[src/rtl/mpsoc_msi_wb_cc561_arb.sv]
// Round-robin scheduler sharing one cc561 clock-crossing channel between NREQ
// requesters. The channel has no acknowledge, so every issue is followed by a
// fixed HOLD window of GAP cycles before the next grant can be made.
module mpsoc_msi_wb_cc561_arb #(
  parameter int unsigned DW   = 32,
  parameter int unsigned NREQ = 4,
  parameter int unsigned GAP  = 4,
  localparam int unsigned IW  = $clog2(NREQ)
) (
  input  logic                 wb_clk_i,
  input  logic                 wb_rst_i,
  input  logic                 en,
  input  logic [NREQ-1:0]      req_valid,
  input  logic [NREQ*DW-1:0]   req_data,
  output logic [NREQ-1:0]      req_ready,
  output logic                 aen,
  output logic [IW+DW-1:0]     adata,
  output logic                 busy
);

  // Hold counter is at least 4 bits and always wide enough to hold GAP.
  localparam int unsigned CW = ($clog2(GAP + 1) > 4) ? $clog2(GAP + 1) : 4;

  typedef enum logic [0:0] {StIdle, StHold} state_e;

  state_e            state_q;
  logic [CW-1:0]     cnt_q;
  logic [IW-1:0]     last_q;
  logic              aen_q;
  logic [IW+DW-1:0]  adata_q;

  logic              win_hit;
  logic [IW-1:0]     win_id;
  logic [DW-1:0]     win_data;
  logic              accept;

  // Round-robin search starting one past the last granted requester.
  always_comb begin
    win_hit  = 1'b0;
    win_id   = '0;
    win_data = '0;
    for (int unsigned k = 1; k <= NREQ; k++) begin
      int unsigned idx;
      idx = (int'(last_q) + k) % NREQ;
      if (!win_hit && req_valid[idx]) begin
        win_hit  = 1'b1;
        win_id   = idx[IW-1:0];
        win_data = req_data[idx*DW +: DW];
      end
    end
  end

  // Grant strobe: only in IDLE, enabled and out of reset.
  always_comb begin
    req_ready = '0;
    if (state_q == StIdle && en && !wb_rst_i && win_hit) begin
      req_ready[win_id] = 1'b1;
    end
  end

  assign accept = |req_ready;

  // Scheduler FSM with registered issue pulse and payload.
  always_ff @(posedge wb_clk_i) begin
    if (wb_rst_i) begin
      state_q <= StIdle;
      cnt_q   <= '0;
      last_q  <= IW'(NREQ - 1);
      aen_q   <= 1'b0;
      adata_q <= '0;
    end else begin
      aen_q <= 1'b0;
      unique case (state_q)
        StIdle: begin
          if (accept) begin
            state_q <= StHold;
            cnt_q   <= CW'(GAP);
            last_q  <= win_id;
            aen_q   <= 1'b1;
            adata_q <= {win_id, win_data};
          end
        end
        StHold: begin
          cnt_q <= cnt_q - CW'(1);
          if (cnt_q == CW'(1)) begin
            state_q <= StIdle;
          end
        end
        default: state_q <= StIdle;
      endcase
    end
  end

  assign aen   = aen_q;
  assign adata = adata_q;
  assign busy  = (state_q == StHold) && !wb_rst_i;

endmodule

[config.mk]
export PLATFORM = sky130hd
export DESIGN_NAME = mpsoc_msi_wb_cc561_arb
export DESIGN_NICKNAME = d
export VERILOG_FILES = /design/src/rtl/mpsoc_msi_wb_cc561_arb.sv
export SDC_FILE = /design/constraint.sdc
export NUM_CORES = 1
export LEC_CHECK = 0
export ABC_AREA = 1
export CORE_ASPECT_RATIO = 0.7
export CORE_MARGIN = 2
export CORE_UTILIZATION = 48
export DETAILED_ROUTE_END_ITERATION = 8
export PLACE_DENSITY = 0.82
export SYNTH_ARGS = -nofsm -noshare
export SYNTH_HDL_FRONTEND = slang
export SYNTH_SLANG_ARGS = --single-unit
[constraint.sdc]
create_clock -name wb_clk_i -period 3.6 [get_ports wb_clk_i]
set_input_delay 0.72 -clock wb_clk_i [delete_from_list [all_inputs] [get_ports wb_clk_i]]
set_output_delay 0.72 -clock wb_clk_i [all_outputs]
set_load 0.01 [all_outputs]
==> flow_summary.ini <==
[die]
io_pins = 175
fp.dieH_um = 95.8
fp.coreArea_sq_um = 11700
start_util = 0.493
die_w_um = 135
die_area_sq_um = 12900
rows = 33

[yosys]
synth.area.top_cells = nand2_1, o21ai_0, dfxtp_1, nand3_1, inv_1
synth-edff-count = 0
netlist_instances = 1170
ys_warn_count = 0
synth_top_area_frac = 0.318
synth_top_area_cell = nand2_1
netlist_area_sq_um = 5780
async_reset_ff_frac = 0
synth_seq_area_share = 0.146
ys_ff_latch = 42
synth_commonest_cells = nand2_1, o21ai_0, inv_1
synth.most_common_cell = nand2_1
syn_area_per_cell_sq_um = 4.94
synth_nets = 1307
synthFlopType = dfxtp_1
synth_cell_types = 24

[routing]
first_pass_iters = 5
routed_via_density = 5.25
drt-wirelength-per-cell_um = 13.3
totalWireLength_mm = 19.2
vias = 7570
drc = 0
drt_iter0_drc = 600
ant_nets = 0

[clock_network]
htreeDepth = 2
cts_buffers = 5
cts_root_buf = clkbuf_16
ctsHoldBuffers = 0
cts_tree = done
cts_max_path_buffers = 2
clock_sinks = 42
cts_setup_buffers = 0
cts_resized = 0
clk_latency_ps = 290
clkTransAtPathRegs_ps = 70

[sta]
finalCriticalPeriod_ps = 3490
tightest_slew_ps = 721
final.setup.tns_ps = 0
hold_viol_final = 0
post-route-period-util = 0.968
setup_violations = 0
slew_violations = 0
finalClockSkew_ps = 5.35
max_slew_margin = 0.519
grt_setup_unrepaired = false
fmax_mhz = 287

[worst_hold_path]
min_path_type = reg -> reg
worstHoldPathCells = 1

[critical_path]
arrival_ps = 2770
r2r-start = last_q[1]$_SDFFE_PP1P_
required_ps = 2880
rr_worst_depth = 13
setup.worst_path.class = in -> out
cp-start-kind = input port
r2r_end = adata[0]$_SDFFE_PP0P_
crit_path_max_fanout = 9
rrSetupSlack_ps = 1210
end_kind = primary output
crit_path_end = req_ready[3]
cp-startpoint = req_valid[2]

[place]
dp_hpwl_mm = 13.4
io_buffer_count = 174
place_congestion = 0.915

[power]
power_frac_seq = 0.208
p_clk_frac = 0.204
pwr-share-comb = 0.587
peakVddDrop_mv = 0.188
p_sw_frac = 0.452
leakagePower_nw = 3.60
power_density_nw_per_um2 = 342
p_switching_mw = 1.19
p_int_mw = 1.43

[global_routing]
grt_max_degree = 95
antenna_found_initial = 0
grt_pass1_vias = 6429
grt_overflow = 0
grt_use_total = 0.288
grt_pass1_wl_mm = 30.7

[final_layout]
diodes = 0
drive_above_1_share = 0.0623
fin_util = 0.654
syn_to_final_growth_pct = 32.8
nets = 1421

[outcome]
status = finished, final reports clean

[job]
cap_viol_max_count = 0
## cells by family (layout without fill, tap and decap cells)
kind of cell | after synthesis | after routing | synth area share
flip-flops | 42 | 42 | 0.146
adder cells (fa/ha/maj) | 2 | 2 | 0.00433
AO/OA/AOI/OAI | 237 | 237 | 0.206
buffers and inverters | 176 | 291 | 0.130
AND/OR/NAND/NOR | 713 | 713 | 0.515
## power by group through the flow
stage	registers (mW)	clock network (mW)	logic, mW
after floorplan	0.565	0	1.01
after global placement	0.555	0	1.48
after detailed placement	0.556	0	1.50
after CTS	0.546	0.542	1.51
after global routing	0.552	0.556	1.71
final	0.546	0.535	1.54
## layer usage
metal  vias to the layer above  global-route usage  routed length [um]
met4                         0              0.0460                 147
met2                       352               0.468                8260
met5                         -                   0                   0
met3                        22              0.0506                2010
li1                       3964                   -                   -
met1                      3232               0.407                8770
## per-stage QoR
step	std cells	hold slack, ps	power [mW]	instance area, sq um	setup slack (ps)
after floorplan	1170	456	1.57	5780	1130
after global placement	1434	457	2.03	7480	191
after detailed placement	1434	464	2.06	7480	79.4
after CTS	1442	474	2.59	7650	80.1
after global routing	1442	515	2.82	7670	10.8
final	1442	495	2.62	7670	114
## critical path, cell delays in order
cell and delay [ps]:
clkdlybuf4s50_1 510, nand2_1 70, nand2_1 140, inv_1 70
nand2_1 110, nand2_4 110, inv_1 90, a21oi_1 80
nand2_1 80, nand3_1 130, nor2_1 110, clkdlybuf4s50_1 540
## worst min path at each step
stage,start,end,slack (ps)
global route,cnt_q[0]$_SDFFE_PP0P_,cnt_q[0]$_SDFFE_PP0P_,520
detailed placement,adata[33]$_SDFFE_PP0P_,adata[33]$_SDFFE_PP0P_,460
CTS,adata[33]$_SDFFE_PP0P_,adata[33]$_SDFFE_PP0P_,470
global placement,adata[33]$_SDFFE_PP0P_,adata[33]$_SDFFE_PP0P_,460
floorplan,cnt_q[0]$_SDFFE_PP0P_,cnt_q[0]$_SDFFE_PP0P_,460
finish,cnt_q[0]$_SDFFE_PP0P_,cnt_q[0]$_SDFFE_PP0P_,490
## area by class of cell
cell class	count	area (sq um)
Clock buffer	5	125
Clock inverter	3	40.0
Fill cell	1123	4060
Inverter	84	315
Multi-Input combinational cell	952	4200
Sequential cell	42	846
Tap cell	157	196
Timing Repair Buffer	199	1940
## state kept, by name (all words and copies together) (netlist names)
signal and cells:
adata 34, cnt_q 4, last_q 2, aen 1, state_q 1
## cell usage in the layout (no fill, tap or decap)
cell and instances:
clkdlybuf4s50_1 171, inv_2 3, nand2_4 3, ha_1 2, nand4_1 35, bufinv_16 1, buf_4 23, a21boi_0 1
nand3_1 76, nor2_4 2, clkbuf_16 5, o22ai_1 1, dfxtp_1 40, nand2_2 4, clkinv_2 2, dfxtp_2 1
a21oi_1 9, dfxtp_4 1, dlymetal6s2s_1 3, nor2_1 72, nand2_1 488, clkinv_1 1, buf_6 2, inv_1 80
o21ai_0 196, or2_2 33, o21ai_1 30
Power figures use the tool's default switching activity.
